## src/rtl/mesh_term_src_if.sv

```systemverilog
// Host-write and mesh-ingress signal bundle for one mesh_term_src terminal.
interface mesh_term_src_if #(
  parameter int pckg_sz = 40
) ();
  logic                 push;
  logic [3:0]           dest_row;
  logic [3:0]           dest_col;
  logic                 mode;
  logic [pckg_sz-17:0]  payload;
  logic                 full;
  logic [pckg_sz-1:0]   data_out_i_in;
  logic                 pndng_i_in;
  logic                 popin;

  modport master (
    output push, dest_row, dest_col, mode, payload, popin,
    input  full, data_out_i_in, pndng_i_in
  );

  modport slave (
    input  push, dest_row, dest_col, mode, payload, popin,
    output full, data_out_i_in, pndng_i_in
  );
endinterface

```

## src/rtl/mesh_term_src.sv

```systemverilog
// Terminal ingress: packs host pushes into mesh packets, FWFT FIFO toward the mesh, watchdog.
// Optional broadcast destination (4'hF/4'hF) and bcast_cnt port via `MESH_TERM_SRC_BCAST_EN.
module mesh_term_src #(
  parameter int pckg_sz     = 40,
  parameter int fifo_depth  = 4,
  parameter int ROWS        = 4,
  parameter int COLUMS      = 4,
  parameter int STALL_LIMIT = 50
) (
  input  logic              clk,
  input  logic              reset,
  mesh_term_src_if.slave    bus,
  output logic              overflow,
  output logic              bad_dest,
  output logic              stall,
  output logic [15:0]       sent_cnt
`ifdef MESH_TERM_SRC_BCAST_EN
  ,
  output logic [15:0]       bcast_cnt
`endif
);

  localparam int AW = $clog2(fifo_depth);
  localparam int WW = $clog2(STALL_LIMIT + 1);
  localparam logic [AW:0]   DEPTH   = (AW+1)'(fifo_depth);
  localparam logic [WW-1:0] WD_MAX  = WW'(STALL_LIMIT);
  localparam logic [3:0]    ROW_MAX = 4'(ROWS + 1);
  localparam logic [3:0]    COL_MAX = 4'(COLUMS + 1);

  logic [pckg_sz-1:0] mem [fifo_depth];
  logic [AW-1:0]      wr_ptr, rd_ptr, rd_ptr_inc;
  logic [AW:0]        count, count_n;
  logic [WW-1:0]      wd_cnt;
  logic               legal, is_bcast, pop, acc, mode_eff;
  logic [pckg_sz-1:0] pkt, head_n;
  logic               unused_pay_msb;

  assign unused_pay_msb = bus.payload[pckg_sz-17];
  assign rd_ptr_inc     = rd_ptr + AW'(1);

  always_comb begin
    is_bcast = 1'b0;
`ifdef MESH_TERM_SRC_BCAST_EN
    is_bcast = (bus.dest_row == 4'hF) && (bus.dest_col == 4'hF);
`endif
    legal    = is_bcast ||
               ((bus.dest_row <= ROW_MAX) && (bus.dest_col <= COL_MAX) &&
                !((bus.dest_row == 4'h0) && (bus.dest_col == 4'h0)));
    mode_eff = bus.mode && !is_bcast;
    pkt      = {8'h00, bus.dest_row, bus.dest_col, mode_eff, bus.payload[pckg_sz-18:0]};
    pop      = bus.popin && bus.pndng_i_in;
    acc      = bus.push && legal && (!bus.full || pop);
    count_n  = count + (AW+1)'(acc) - (AW+1)'(pop);
    // Registered FWFT head: choose what sits at the head after this edge.
    head_n   = bus.data_out_i_in;
    if (pop) begin
      if (count > (AW+1)'(1))
        head_n = mem[rd_ptr_inc];
      else if (acc)
        head_n = pkt;
    end else if ((count == '0) && acc) begin
      head_n = pkt;
    end
  end

  always_ff @(posedge clk) begin
    if (acc)
      mem[wr_ptr] <= pkt;
  end

  always_ff @(posedge clk or negedge reset) begin
    if (!reset) begin
      wr_ptr            <= '0;
      rd_ptr            <= '0;
      count             <= '0;
      bus.full          <= 1'b0;
      bus.pndng_i_in    <= 1'b0;
      bus.data_out_i_in <= '0;
      overflow          <= 1'b0;
      bad_dest          <= 1'b0;
      stall             <= 1'b0;
      sent_cnt          <= '0;
      wd_cnt            <= '0;
`ifdef MESH_TERM_SRC_BCAST_EN
      bcast_cnt         <= '0;
`endif
    end else begin
      if (acc)
        wr_ptr <= wr_ptr + AW'(1);
      if (pop)
        rd_ptr <= rd_ptr_inc;
      count             <= count_n;
      bus.full          <= (count_n == DEPTH);
      bus.pndng_i_in    <= (count_n != '0);
      bus.data_out_i_in <= head_n;
      if (bus.push && !legal)
        bad_dest <= 1'b1;
      if (bus.push && legal && bus.full && !pop)
        overflow <= 1'b1;
      if (pop)
        sent_cnt <= sent_cnt + 16'd1;
      // Watchdog saturates at the limit; stall latches on the edge it gets there.
      if (bus.pndng_i_in && !bus.popin) begin
        if (wd_cnt != WD_MAX)
          wd_cnt <= wd_cnt + WW'(1);
        if (wd_cnt >= WD_MAX - WW'(1))
          stall <= 1'b1;
      end else begin
        wd_cnt <= '0;
      end
`ifdef MESH_TERM_SRC_BCAST_EN
      if (acc && is_bcast)
        bcast_cnt <= bcast_cnt + 16'd1;
`endif
    end
  end

endmodule

```

## src/flat_wrapper.sv

```systemverilog
// flat-port wrapper written by rule: the top's interface ports become plain ports
module mesh_term_src_flat 
#(
  parameter int pckg_sz     = 40,
  parameter int fifo_depth  = 4,
  parameter int ROWS        = 4,
  parameter int COLUMS      = 4,
  parameter int STALL_LIMIT = 50
)
  (clk, reset, overflow, bad_dest, stall, sent_cnt, bus_push, bus_dest_row, bus_dest_col, bus_mode, bus_payload, bus_popin, bus_full, bus_data_out_i_in, bus_pndng_i_in);
  mesh_term_src_if #(.pckg_sz(pckg_sz)) bus_i ();
  input  logic clk;
  input  logic reset;
  output logic overflow;
  output logic bad_dest;
  output logic stall;
  output logic [15:0] sent_cnt;
  input wire logic [$bits(bus_i.push)-1:0] bus_push;
  input wire logic [$bits(bus_i.dest_row)-1:0] bus_dest_row;
  input wire logic [$bits(bus_i.dest_col)-1:0] bus_dest_col;
  input wire logic [$bits(bus_i.mode)-1:0] bus_mode;
  input wire logic [$bits(bus_i.payload)-1:0] bus_payload;
  input wire logic [$bits(bus_i.popin)-1:0] bus_popin;
  output wire logic [$bits(bus_i.full)-1:0] bus_full;
  output wire logic [$bits(bus_i.data_out_i_in)-1:0] bus_data_out_i_in;
  output wire logic [$bits(bus_i.pndng_i_in)-1:0] bus_pndng_i_in;
  assign bus_i.push = bus_push;
  assign bus_i.dest_row = bus_dest_row;
  assign bus_i.dest_col = bus_dest_col;
  assign bus_i.mode = bus_mode;
  assign bus_i.payload = bus_payload;
  assign bus_i.popin = bus_popin;
  assign bus_full = bus_i.full;
  assign bus_data_out_i_in = bus_i.data_out_i_in;
  assign bus_pndng_i_in = bus_i.pndng_i_in;
  mesh_term_src #(.pckg_sz(pckg_sz), .fifo_depth(fifo_depth), .ROWS(ROWS), .COLUMS(COLUMS), .STALL_LIMIT(STALL_LIMIT)) u_core (.clk(clk), .reset(reset), .bus(bus_i), .overflow(overflow), .bad_dest(bad_dest), .stall(stall), .sent_cnt(sent_cnt));
endmodule
```

## config.mk

```make
export PLATFORM = sky130hd
export DESIGN_NAME = mesh_term_src_flat
export DESIGN_NICKNAME = d
export VERILOG_FILES = /design/src/rtl/mesh_term_src_if.sv /design/src/rtl/mesh_term_src.sv /design/src/flat_wrapper.sv
export SDC_FILE = /design/constraint.sdc
export NUM_CORES = 1
export LEC_CHECK = 0
export CAP_MARGIN = 20
export CORE_UTILIZATION = 25
export CTS_CLUSTER_DIAMETER = 30
export DETAILED_ROUTE_END_ITERATION = 12
export PLACE_DENSITY = 0.44
export SYNTH_ARGS = -nofsm -noshare
export SYNTH_HDL_FRONTEND = slang
export SYNTH_SLANG_ARGS = --single-unit
```

## constraint.sdc

```tcl
create_clock -name clk -period 7.8 [get_ports clk]
set_clock_uncertainty 0.15 [all_clocks]
set_input_delay 1.95 -clock clk [delete_from_list [all_inputs] [get_ports clk]]
set_output_delay 1.95 -clock clk [all_outputs]
set_load 0.02 [all_outputs]
```

Yosys cells after proc, flatten, opt, wreduce, memory -nomap -nowiden
Memories as Yosys holds them, arrays and structs flattened.
Cells that the tools add are included.
{"block": "op_classes", "addsub": 6, "order_cmp": 4, "n_eq_ne": 4, "n_mux": 8, "n_reduce_logical": 24}
{"operator": "$mux 40", "n": 4}
{"operator": "$add 16x1->16 const B", "n": 1}
{"operator": "$mux 6", "n": 2}
{"operator": "$logic_and 1x1->1", "n": 11}
{"operator": "$le 4x3->1 const B", "n": 2}
{"operator": "$logic_not 4->1", "n": 2}
{"operator": "$add 6x1->6 const B", "n": 1}
{"operator": "$ge 6x6->1 const B", "n": 1}
{"operator": "$ne 6x6->1 const B", "n": 1}
{"operator": "$logic_not 1->1", "n": 5}
{"operator": "$add 2x1->2 const B", "n": 2}
{"operator": "$reduce_and 2->1", "n": 2}
{"operator": "$add 3x1->3", "n": 1}
{"operator": "$eq 3x3->1 const B", "n": 1}
{"operator": "$gt 3x1->1 const B", "n": 1}
{"operator": "$logic_not 3->1", "n": 1}
{"operator": "$ne 3x3->1 const B", "n": 1}
{"operator": "$reduce_bool 3->1", "n": 1}
{"operator": "$sub 3x1->3", "n": 1}
{"operator": "$mux 1", "n": 2}
{"operator": "$ne 2x2->1 const B", "n": 1}
{"operator": "$reduce_bool 2->1", "n": 1}
{"operator": "$logic_or 1x1->1", "n": 1}
{"block": "totals", "ff_bits": 74, "ram_bits": 128, "in_bits": 37, "output_inout_bits": 61, "elab_cells": 58, "memories": 1}
{"memory": "u_core.mem", "depth": 4, "word_bits": 32, "read_ports": 1, "rd_ports_with_merged_regs": 0, "wr": 1, "line": "mesh_term_src.sv:30", "rtl": "logic [pckg_sz-1:0] mem [fifo_depth];"}

Logic depth before layout (Yosys ltp)
Gate-level depths: netlist of run 1.
{"block": "depth", "word_depth": 9, "mapped_depth": 9, "depth_no_buf": 9}

Least setup slack after synthesis of run 1
Ideal clock, no wire load.
{"block": "synth_timing", "kind": "input port to flip-flop", "from": "input port bus_dest_row[0]", "to": "register u_core.bus.pndng_i_in", "setup_time_ns": 0.131, "arrival_time_ns": 3.913, "t_required_ns": 7.519, "slack_ns": 3.606, "cell_stages": 8, "path_buffers": 0, "cell_sequence": "or4_4 o211ai_2 nor3b_2 ha_1 fa_1 xor2_1 inv_1 or3_1"}
{"block": "synth_via", "elab_chain_cells": 9}
{"item": "start, declared", "line": "flat_wrapper.sv:19", "rtl": "input wire logic [$bits(bus_i.dest_row)-1:0] bus_dest_row;"}
{"item": "branches (longest 3 deep; another with $le 4x3->1)"}
{"item": "$logic_and 1x1->1 (*)", "line": "mesh_term_src.sv:47", "rtl": "((bus.dest_row <= ROW_MAX) && (bus.dest_col <= COL_MAX) &&"}
{"item": "$logic_and 1x1->1 (*) (2 in series)", "line": "mesh_term_src.sv:52", "rtl": "acc = bus.push && legal && (!bus.full || pop);"}
{"item": "net u_core.acc", "line": "mesh_term_src.sv:34", "rtl": "logic legal, is_bcast, pop, acc, mode_eff;"}
{"item": "$add 3x1->3 (*)", "line": "mesh_term_src.sv:53", "rtl": "count_n = count + (AW+1)'(acc) - (AW+1)'(pop);"}
{"item": "$sub 3x1->3 (*)", "line": "mesh_term_src.sv:53"}
{"item": "net u_core.count_n[2]", "line": "mesh_term_src.sv:32", "rtl": "logic [AW:0] count, count_n;"}
{"item": "$reduce_bool 3->1 (*)", "line": "mesh_term_src.sv:94", "rtl": "bus.pndng_i_in <= (count_n != '0);"}
{"item": "end signal, assigned", "line": "mesh_term_src.sv:94"}
{"item": "end, declared", "line": "mesh_term_src_if.sv:22", "rtl": "output full, data_out_i_in, pndng_i_in"}
Mark *: on every way through the listed nets, which the timed path passes.
A chain may end at the register's enable or synchronous reset.

Final worst setup path of run 1
{"block": "layout_timing", "from": "input port bus_dest_row[1]", "to": "memory u_core.mem[2][17] (netlist name), enable pin"}
{"block": "layout_via", "elab_chain_cells": 8}
{"item": "branches (longest 3 deep; another with $le 4x3->1)"}
{"item": "$logic_and 1x1->1 (*)", "line": "mesh_term_src.sv:47"}
{"item": "$logic_and 1x1->1 (*) (2 in series)", "line": "mesh_term_src.sv:52"}
{"item": "net u_core.acc", "line": "mesh_term_src.sv:34"}
{"item": "$mux 1 (*)", "line": "mesh_term_src.sv:67", "rtl": "if (acc)"}
{"item": "$mux 1 (not written as such) (*)", "line": "mesh_term_src.sv:68", "rtl": "mem[wr_ptr] <= pkt;"}
{"item": "end, declared", "line": "mesh_term_src.sv:30"}
Marked as above.

==> flow_summary.yaml, run 1 <==
pwr:
  peakVddDrop_mv: 0.156
  power.static_leakage_nw: 3.52
  power.clock.fraction: 0.281
  internal_power_mw: 2.30
  power_switching_mw: 1.03
  power.switching_fraction: 0.310
  power.sequential.fraction: 0.422
  share_comb_of_total_power: 0.297
  power.density_nw_per_um2: 341
placement:
  port_buffers: 88
  placedCellCount: 904
  placement.setup.worst_slack_ns: 2.53
  post_dp_cell_area_sq_um: 9110
  post-dp-hpwl_mm: 10.5
  globalplace.congestion: 0.693
floorplanning:
  top_ports: 98
  initial_core_util: 0.254
  dieHeight_microns: 179
  dieWidth_microns: 179
  die_area_sq_um: 31900
  core_area_sq_um: 30700
  rows: 64
timing:
  rsz0062_at_grt: "false"
  hold-worst-slack_ns: 0.325
  worstMarginPinSlew_ns: 1.03
  hold_viol_final: 0
  timing.final.crit_period_ns: 4.69
  layout_worst_path_cycle_share: 0.602
  setup_tns_ns: 0
  max-slew-margin-rel: 0.312
  maxSlewViolCount: 0
  final_setup_violating_endpoints: 0
  timing.final.ws_setup_ns: 3.11
  timing.fmax_ghz: 0.213
logic_synthesis:
  seq_area_frac_synth: 0.704
  post_synth_edffs: 128
  postSynthRegisterBits: 194
  synthesis.instances: 433
  post_synth_instance_area_sq_um: 7800
  synth_warn: 0
  ys_async_sr_fraction: 0.340
  post_syn_area_per_cell_sq_um: 18.0
  postSynth.topFlopCell: "sky130_fd_sc_hd__edfxtp_1"
  yosysUniqueCellTypes: 46
drt:
  vias_per_cell: 4.40
  drt-initial-drc-count: 249
  finalWirelength_mm: 17.4
  drtAntennaViolNets: 0
  avgRoutedWirePerCell_microns: 18.6
  routed-via-count: 4125
  remaining_drc_errors: 0
  drt_pass1_iterations: 4
clock_tree:
  cts_setup_buffers: 0
  cts_h_tree_depth: 4
  cts_sinks: 194
  tritoncts: "yes"
  tritoncts.num_buffers: 17
  holdBufCountCts: 0
  clock_latency_ns: 0.43
  cts_buffer_depth: 2
  cts.repair.resized: 0
  clk_transition_reported_paths_ns: 0.07
  cts_root_buffer: "sky130_fd_sc_hd__clkbuf_16"
critical_path:
  reg2reg_from: "u_core.bus.pndng_i_in"
  r2r_cells: 4
  cp_data_required_time_ns: 7.70
  worst-setup-path-type: "primary input to flip-flop"
  worst-r2r-setup-slack_ns: 4.84
  critPathMaxFanout: 32
  startpoint: "bus_dest_row[1]"
  end_point_of_the_critical_path: "u_core.mem[2][17]"
  critical_path.startpoint_type: "primary input"
  critical_path.reg2reg.endpoint: "u_core.mem[2][17]"
  critical_path.endpoint_type: "flip-flop"
  timing.critical_path.arrival_ns: 4.59
global_route:
  largest_net_degree_at_the_start_of_global_routing: 67
  first_global_vias: 4616
  grt_first_pass_wirelength_mm: 27.4
  antenna_found_initial: 0
  overall_global_routing_resource_usage: 0.118
  globalRouteOverflowTotal: 0
final_layout:
  layout-area-overhead-vs-synth_pct: 25.3
  final_net_count: 579
  num_antenna_cells: 0
  postLayoutCellArea_sq_um: 9780
  drive_above_1_share: 0.163
  num-fill-cells: 2956
  cell_count_final_fillers_out: 937
outcome:
  status: "finished clean"
worst_hold_path:
  timing.hold.worst.class: "flip-flop to flip-flop"
  worst_hold_path.num_cells: 1
flow_run:
  max_cap_violations: 0
-- flip-flops by register name (all words and copies together) (netlist names) --
register / count
u_core.bus.full: 1
u_core.mem: 128
u_core.count: 3
u_core.bus.pndng_i_in: 1
u_core.stall: 1
u_core.bad_dest: 1
u_core.wr_ptr: 2
u_core.overflow: 1
u_core.bus.data_out_i_in: 32
u_core.sent_cnt: 16
u_core.wd_cnt: 6
u_core.rd_ptr: 2
-- worst max-delay path, cell delays in order --
cell	delay [ns]
sky130_fd_sc_hd__clkdlybuf4s50_1	0.57
sky130_fd_sc_hd__a211oi_2	0.39
sky130_fd_sc_hd__o211ai_2	0.23
sky130_fd_sc_hd__nor3b_2	0.50
sky130_fd_sc_hd__and2_2	0.94
-- how the worst min path moves through the flow --
stage | startpoint | end
6_report | u_core.stall | u_core.stall
5_1_grt | u_core.stall | u_core.stall
4_1_cts | u_core.stall | u_core.stall
3_5_place_dp | u_core.bad_dest | u_core.bad_dest
3_3_place_gp | u_core.bad_dest | u_core.bad_dest
2_1_floorplan | u_core.wr_ptr[1] | u_core.wr_ptr[1]
-- through the flow --
| stage | util | power (mW) |
|---|---|---|
| after floorplan | - | 2.03 |
| after global placement | 0.296 | 2.42 |
| after detailed placement | 0.297 | 2.45 |
| after CTS | 0.318 | 3.40 |
| after global routing | 0.319 | 3.53 |
| final | 0.319 | 3.34 |
-- kinds of logic (layout without fill, tap and decap cells) --
kind of cell	count (synthesis)	after routing	synth area share
flip-flops	194	194	0.704
AND/OR/NAND/NOR	85	85	0.0637
AO/OA/AOI/OAI	45	45	0.0590
buffers and inverters	37	138	0.0281
multiplexers	34	34	0.0951
XOR/XNOR	23	23	0.0258
adder cells (fa/ha/maj)	14	14	0.0234
other	1	8	0.000481
-- power by group through the flow --
stage | sequential, mW | combinational [mW] | clock, mW
2_1_floorplan | 1.47 | 0.557 | 0
3_3_place_gp | 1.43 | 0.988 | 0
3_5_place_dp | 1.44 | 1.01 | 0
4_1_cts | 1.41 | 1.02 | 0.967
5_1_grt | 1.44 | 1.09 | 1.00
6_report | 1.41 | 0.989 | 0.938
-- final cells by class --
class / count / area, sq um / area share
Sequential cell: 194 / 5500 / 0.562
Tap cell: 396 / 495 / 0.0507
Timing Repair Buffer: 94 / 967 / 0.0989
Inverter: 12 / 45.0 / 0.00461
Clock inverter: 15 / 210 / 0.0215
Multi-Input combinational cell: 209 / 2130 / 0.218
Clock buffer: 17 / 425 / 0.0435
-- cells in the mapped netlist, types with 2 or more instances --
cell type	count	area, sq um
sky130_fd_sc_hd__a211oi_2	2	25.0
sky130_fd_sc_hd__a221o_1	30	300
sky130_fd_sc_hd__a22o_1	2	17.5
sky130_fd_sc_hd__and2_1	35	219
sky130_fd_sc_hd__and3_1	4	25.0
sky130_fd_sc_hd__buf_2	4	20.0
sky130_fd_sc_hd__buf_4	8	60.1
sky130_fd_sc_hd__buf_6	6	67.6
sky130_fd_sc_hd__clkbuf_1	7	26.3
sky130_fd_sc_hd__dfrtp_1	66	1650
sky130_fd_sc_hd__edfxtp_1	128	3840
sky130_fd_sc_hd__ha_1	13	163
sky130_fd_sc_hd__inv_1	12	45.0
sky130_fd_sc_hd__mux4_2	32	721
sky130_fd_sc_hd__nand2_1	11	41.3
sky130_fd_sc_hd__nand2b_1	2	12.5
sky130_fd_sc_hd__nand3_1	6	30.0
sky130_fd_sc_hd__nand3b_1	3	22.5
sky130_fd_sc_hd__nand4_1	4	25.0
sky130_fd_sc_hd__nor2_1	9	33.8
sky130_fd_sc_hd__nor3_1	3	15.0
sky130_fd_sc_hd__xnor2_1	15	131
sky130_fd_sc_hd__xor2_1	8	70.1
-- layer usage --
layer	vias up	part of all wire	track usage
met5	-	0	0
met4	0	0.012	0.0367
met3	21	0.041	0.0337
met2	70	0.50	0.197
met1	2172	0.45	0.146
li1	1862	-	-
-- cell usage in the layout (no fill, tap or decap), types with 2 or more instances in the layout --
master                            synthesis  routed
sky130_fd_sc_hd__nand2_1                 11      11
sky130_fd_sc_hd__nor3_1                   3       3
sky130_fd_sc_hd__a221o_1                 30      30
sky130_fd_sc_hd__buf_4                    8       4
sky130_fd_sc_hd__ha_1                    13      13
sky130_fd_sc_hd__nand3b_1                 3       3
sky130_fd_sc_hd__bufinv_16                0       3
sky130_fd_sc_hd__nor2_1                   9       9
sky130_fd_sc_hd__mux4_2                  32      32
sky130_fd_sc_hd__dfrtp_1                 66      64
sky130_fd_sc_hd__inv_6                    0       4
sky130_fd_sc_hd__and3_1                   4       4
sky130_fd_sc_hd__clkbuf_16                0      17
sky130_fd_sc_hd__clkdlybuf4s50_1          0      87
sky130_fd_sc_hd__dfrtp_2                  0       2
sky130_fd_sc_hd__xnor2_1                 15      15
sky130_fd_sc_hd__conb_1                   1       8
sky130_fd_sc_hd__buf_16                   0       2
sky130_fd_sc_hd__nand4_1                  4       4
sky130_fd_sc_hd__edfxtp_1               128     128
sky130_fd_sc_hd__a22o_1                   2       2
sky130_fd_sc_hd__inv_8                    0       5
sky130_fd_sc_hd__inv_1                   12      12
sky130_fd_sc_hd__and2_2                   0       4
sky130_fd_sc_hd__nand3_1                  6       6
sky130_fd_sc_hd__and2_1                  35      31
sky130_fd_sc_hd__nand2b_1                 2       2
sky130_fd_sc_hd__xor2_1                   8       8
(Power assumes the default switching activity.)
==> run 2, diff against run 1 <==
Clock period 7.8 ns to 4.95 ns, I/O delays scaled along.
==> flow_summary.yaml, run 2 (same netlist as run 1, synthesis figures left out) <==
placement:
  post-dp-hpwl_mm: 10.7
  globalplace.congestion: 0.686
  placedCellCount: 910
  placement.setup.worst_slack_ns: 0.670
  port_buffers: 88
final_layout:
  num-fill-cells: 2947
  num_antenna_cells: 0
  layout_commonest_cell: "sky130_fd_sc_hd__edfxtp_1"
  cell_count_final_fillers_out: 942
  mostFrequentLayoutCells: "sky130_fd_sc_hd__edfxtp_1, sky130_fd_sc_hd__clkdlybuf4s50_1, sky130_fd_sc_hd__dfrtp_1"
  layout-area-overhead-vs-synth_pct: 25.7
  largest_registers: "u_core.mem x128, u_core.bus.data_out_i_in x32, u_core.sent_cnt x16"
  final_net_count: 584
  number_of_flip_flops_in_the_largest_register: 128
  max_flop_register: "u_core.mem"
  drive_above_1_share: 0.170
  finalCoreUtilization: 0.320
clock_tree:
  clk_transition_reported_paths_ns: 0.08
  cts_buffer_depth: 2
  tritoncts.num_buffers: 17
  cts_root_buffer: "sky130_fd_sc_hd__clkbuf_16"
  cts.repair.resized: 0
  holdBufCountCts: 0
  clock_latency_ns: 0.43
  cts_h_tree_depth: 4
  cts_sinks: 194
  tritoncts: "yes"
  cts_setup_buffers: 0
timing:
  max-slew-margin-rel: 0.345
  setup_tns_ns: 0
  layout_worst_path_cycle_share: 0.775
  hold_viol_final: 0
  worstMarginPinSlew_ns: 0.983
  timing.final.ws_setup_ns: 1.11
  final_setup_violating_endpoints: 0
  rsz0062_at_grt: "false"
  timing.final.crit_period_ns: 3.84
  timing.fmax_ghz: 0.261
  maxSlewViolCount: 0
critical_path:
  critPathMaxFanout: 7
  r2r_cells: 6
  critical_path.startpoint_type: "primary input"
  startpoint: "bus_dest_row[2]"
  worst-r2r-setup-slack_ns: 2.20
  timing.critical_path.arrival_ns: 3.99
  critical_path.endpoint_type: "flip-flop"
  worst-setup-path-type: "primary input to flip-flop"
  reg2reg_from: "u_core.bus.pndng_i_in"
  critical_path.reg2reg.endpoint: "u_core.bus.pndng_i_in"
  cp_data_required_time_ns: 5.10
drt:
  routed-via-count: 4137
  drt_pass1_iterations: 5
  avgRoutedWirePerCell_microns: 17.9
  finalWirelength_mm: 16.9
  drtAntennaViolNets: 0
  drt-initial-drc-count: 270
  vias_per_cell: 4.39
  remaining_drc_errors: 0
floorplanning:
  rows: 64
  initial_core_util: 0.254
  dieWidth_microns: 179
  core_area_sq_um: 30700
  die_area_sq_um: 31900
  top_ports: 98
  dieHeight_microns: 179
outcome:
  status: "finished clean"
worst_hold_path:
  timing.hold.worst.class: "flip-flop to flip-flop"
  hold_start: "u_core.overflow"
  min_to: "u_core.overflow"
  worst_hold_path.num_cells: 1
global_route:
  largest_net_degree_at_the_start_of_global_routing: 67
  antenna_found_initial: 1
  overall_global_routing_resource_usage: 0.113
  grt_first_pass_wirelength_mm: 26.3
  globalRouteOverflowTotal: 0
  first_global_vias: 4507
flow_run:
  max_cap_violations: 0
pwr:
  power.static_leakage_nw: 3.52
  power.density_nw_per_um2: 527
  power_mw: 5.17
  peakVddDrop_mv: 0.220
[run 2: critical path, cell delays in order]
cell	delay (ns)
sky130_fd_sc_hd__clkdlybuf4s50_1	0.55
sky130_fd_sc_hd__a211oi_2	0.42
sky130_fd_sc_hd__o211ai_2	0.23
sky130_fd_sc_hd__nor3b_2	0.46
sky130_fd_sc_hd__ha_1	0.25
sky130_fd_sc_hd__fa_1	0.46
sky130_fd_sc_hd__or3_1	0.38
[run 2: worst max-delay path by stage]
| stage | depth (start not counted) | slack, ns | endpoint |
|---|---|---|---|
| final | 7 | 1.11 | u_core.bus.pndng_i_in |
| after CTS | 9 | 1.12 | u_core.bus.pndng_i_in |
| after floorplan | 8 | 1.47 | u_core.bus.pndng_i_in |
| after detailed placement | 7 | 0.67 | u_core.bus.pndng_i_in |
| after global routing | 7 | 0.97 | u_core.bus.pndng_i_in |
| after global placement | 9 | 0.68 | u_core.bus.pndng_i_in |
[run 2: power breakdown]
group	switching [mW]	leakage, nW	internal, mW	total (mW)
Combinational	0.708	1.25	0.837	1.55
Sequential	0.260	1.98	1.96	2.22
Clock	0.674	0.292	0.729	1.40
Total	1.64	3.52	3.53	5.17
[run 2: layout make-up]
class,count,area [sq um],area share
Clock inverter,15,188,0.0191
Inverter,12,45.0,0.00459
Tap cell,396,495,0.0505
Clock buffer,17,425,0.0434
Timing Repair Buffer,99,1020,0.104
Multi-Input combinational cell,209,2130,0.218
Sequential cell,194,5500,0.560
[run 2: metrics by stage]
stage	instance area, sq um	hold WS (ns)
2_1_floorplan	7830	0.362
3_3_place_gp	9200	0.304
3_5_place_dp	9200	0.309
4_1_cts	9810	0.332
5_1_grt	9810	0.353
6_report	9810	0.330
[run 2: routing by layer]
layer,vias to the layer above,track usage,wire [microns]
li1,1872,-,-
met4,0,0.0328,119
met2,83,0.193,8610
met5,-,0,0
met1,2173,0.140,7480
met3,9,0.0299,652
==> run 3, diff against run 2 <==
Clock period 4.95 ns to 3.6 ns, I/O delays scaled along.
==> flow_summary.yaml, run 3 (same netlist as run 1, synthesis figures left out) <==
outcome:
  status: "finished clean"
drt:
  finalWirelength_mm: 17.2
  avgRoutedWirePerCell_microns: 17.9
  drtAntennaViolNets: 0
  routed-via-count: 4205
  vias_per_cell: 4.37
  drt_pass1_iterations: 6
  drt-initial-drc-count: 221
  remaining_drc_errors: 0
clock_tree:
  cts_setup_buffers: 0
  clock_latency_ns: 0.43
  cts_sinks: 194
  cts_root_buffer: "sky130_fd_sc_hd__clkbuf_16"
  cts.repair.resized: 0
  tritoncts: "yes"
  cts_buffer_depth: 2
  clk_transition_reported_paths_ns: 0.08
  tritoncts.num_buffers: 17
  holdBufCountCts: 0
  cts_h_tree_depth: 4
timing:
  rsz0062_at_grt: "false"
  worstMarginPinSlew_ns: 1.01
  timing.final.crit_period_ns: 3.21
  setup_tns_ns: 0
  hold_viol_final: 0
  maxSlewViolCount: 0
  final_setup_violating_endpoints: 0
  hold-worst-slack_ns: 0.330
  layout_worst_path_cycle_share: 0.893
  max-slew-margin-rel: 0.323
  timing.fmax_ghz: 0.311
critical_path:
  timing.critical_path.arrival_ns: 3.37
  r2r_cells: 9
  timing.critical_path.slowest_stage_cell: "sky130_fd_sc_hd__or4_4"
  worst-setup-path-type: "primary input to flip-flop"
  critPathMaxFanout: 2
  cp_cell_sequence: "clkdlybuf4s50_1, or4_4, o211ai_2, nor3b_2, ha_1, fa_1, xor2_1, inv_1, or3_1"
  cp_data_required_time_ns: 3.75
  worst_path_largest_cell_delay_ns: 0.56
  critPathBufInv: 2
  path_depth: 9
  critical_path.endpoint_type: "flip-flop"
  crit_family: "simple AND/OR/NAND/NOR gates"
  critical_path.startpoint_type: "primary input"
floorplanning:
  die_area_sq_um: 31900
  top_ports: 98
  dieWidth_microns: 179
  dieHeight_microns: 179
  rows: 64
  initial_core_util: 0.254
  core_area_sq_um: 30700
pwr:
  internal_power_mw: 4.84
  power.sequential.fraction: 0.430
  power.density_nw_per_um2: 715
  peakVddDrop_mv: 0.371
  power_mw: 7.12
  power.switching_fraction: 0.320
  power.static_leakage_nw: 3.62
  share_comb_of_total_power: 0.308
  power.clock.fraction: 0.262
  power_switching_mw: 2.28
placement:
  port_buffers: 88
  globalplace.congestion: 0.715
  post-dp-hpwl_mm: 10.8
global_route:
  overall_global_routing_resource_usage: 0.116
  grt_first_pass_wirelength_mm: 27.0
  antenna_found_initial: 1
  globalRouteOverflowTotal: 0
  largest_net_degree_at_the_start_of_global_routing: 50
  first_global_vias: 4683
final_layout:
  num_antenna_cells: 0
  final_net_count: 604
  max_flop_register: "u_core.mem"
  num-fill-cells: 2968
  multi_input_combinational_cell_area_sq_um: 2130
  mostFrequentLayoutCells: "sky130_fd_sc_hd__edfxtp_1, sky130_fd_sc_hd__clkdlybuf4s50_1, sky130_fd_sc_hd__dfrtp_1"
  layout-area-overhead-vs-synth_pct: 27.7
  number_of_flip_flops_in_the_largest_register: 128
  drive_above_1_share: 0.200
  area.sequential_sq_um: 5500
  layout_commonest_cell: "sky130_fd_sc_hd__edfxtp_1"
  largest_registers: "u_core.mem x128, u_core.bus.data_out_i_in x32, u_core.sent_cnt x16"
flow_run:
  max_cap_violations: 0
worst_hold_path:
  timing.hold.worst.class: "flip-flop to flip-flop"
  worst_hold_path.num_cells: 1
==> run 3: cell types whose count changed in the layout (fill, tap and decap cells not counted), sizes merged <==
| cell | delta |
|---|---|
| clkinvlp | -1 |
| buf | +20 |
| clkinv | +1 |
| inv | +1 |
| bufinv | -1 |
==> run 3: power groups by stage <==
stage / clock, mW / sequential [mW] / combinational (mW)
6_report: 1.87 / 3.06 / 2.19
2_1_floorplan: 0 / 3.18 / 1.21
4_1_cts: 1.94 / 3.08 / 2.25
3_3_place_gp: 0 / 3.11 / 2.22
5_1_grt: 2.03 / 3.12 / 2.41
3_5_place_dp: 0 / 3.12 / 2.24
==> run 3: cell type report <==
class | instances | area share
well taps | 396 | 0.0498
clock inverters | 15 | 0.0162
inverters | 12 | 0.00452
clock buffers | 17 | 0.0427
repair buffers | 119 | 0.120
multi-input cells | 209 | 0.214
flip-flops and latches | 194 | 0.552
==> run 3: metrics by stage <==
step / utilization / cell area [sq um] / setup WS [ns] / instances
finish: 0.325 / 9960 / 0.387 / 962
global route: 0.325 / 9960 / 0.312 / 962
CTS: 0.325 / 9960 / 0.379 / 962
detailed placement: 0.306 / 9370 / -0.0770 / 930
global placement: 0.306 / 9370 / -0.0887 / 930
floorplan: - / 7830 / 0.456 / 440
==> run 3: metal layers <==
layer | track usage | vias up | wire [microns] | part of all wire
met4 | 0.0311 | 0 | 180 | 0.010
met2 | 0.193 | 71 | 8660 | 0.50
met5 | 0 | - | 0 | 0
li1 | - | 1910 | - | -
met3 | 0.0288 | 13 | 575 | 0.033
met1 | 0.149 | 2211 | 7790 | 0.45
==> run 3: path summary, 6_finish.rpt <==
check                                 startpoint                     endpoint  slack (ns)
setup / recovery                 bus_dest_row[0]        u_core.bus.pndng_i_in        0.39
hold / removal               u_core.sent_cnt[15]          u_core.sent_cnt[15]        0.33
setup reg to reg           u_core.bus.pndng_i_in        u_core.bus.pndng_i_in        1.22
hold reg to reg              u_core.sent_cnt[15]          u_core.sent_cnt[15]        0.33
max in group asynchronous                  reset        u_core.bus.pndng_i_in        2.29
min in group asynchronous                  reset  u_core.bus.data_out_i_in[8]        0.37
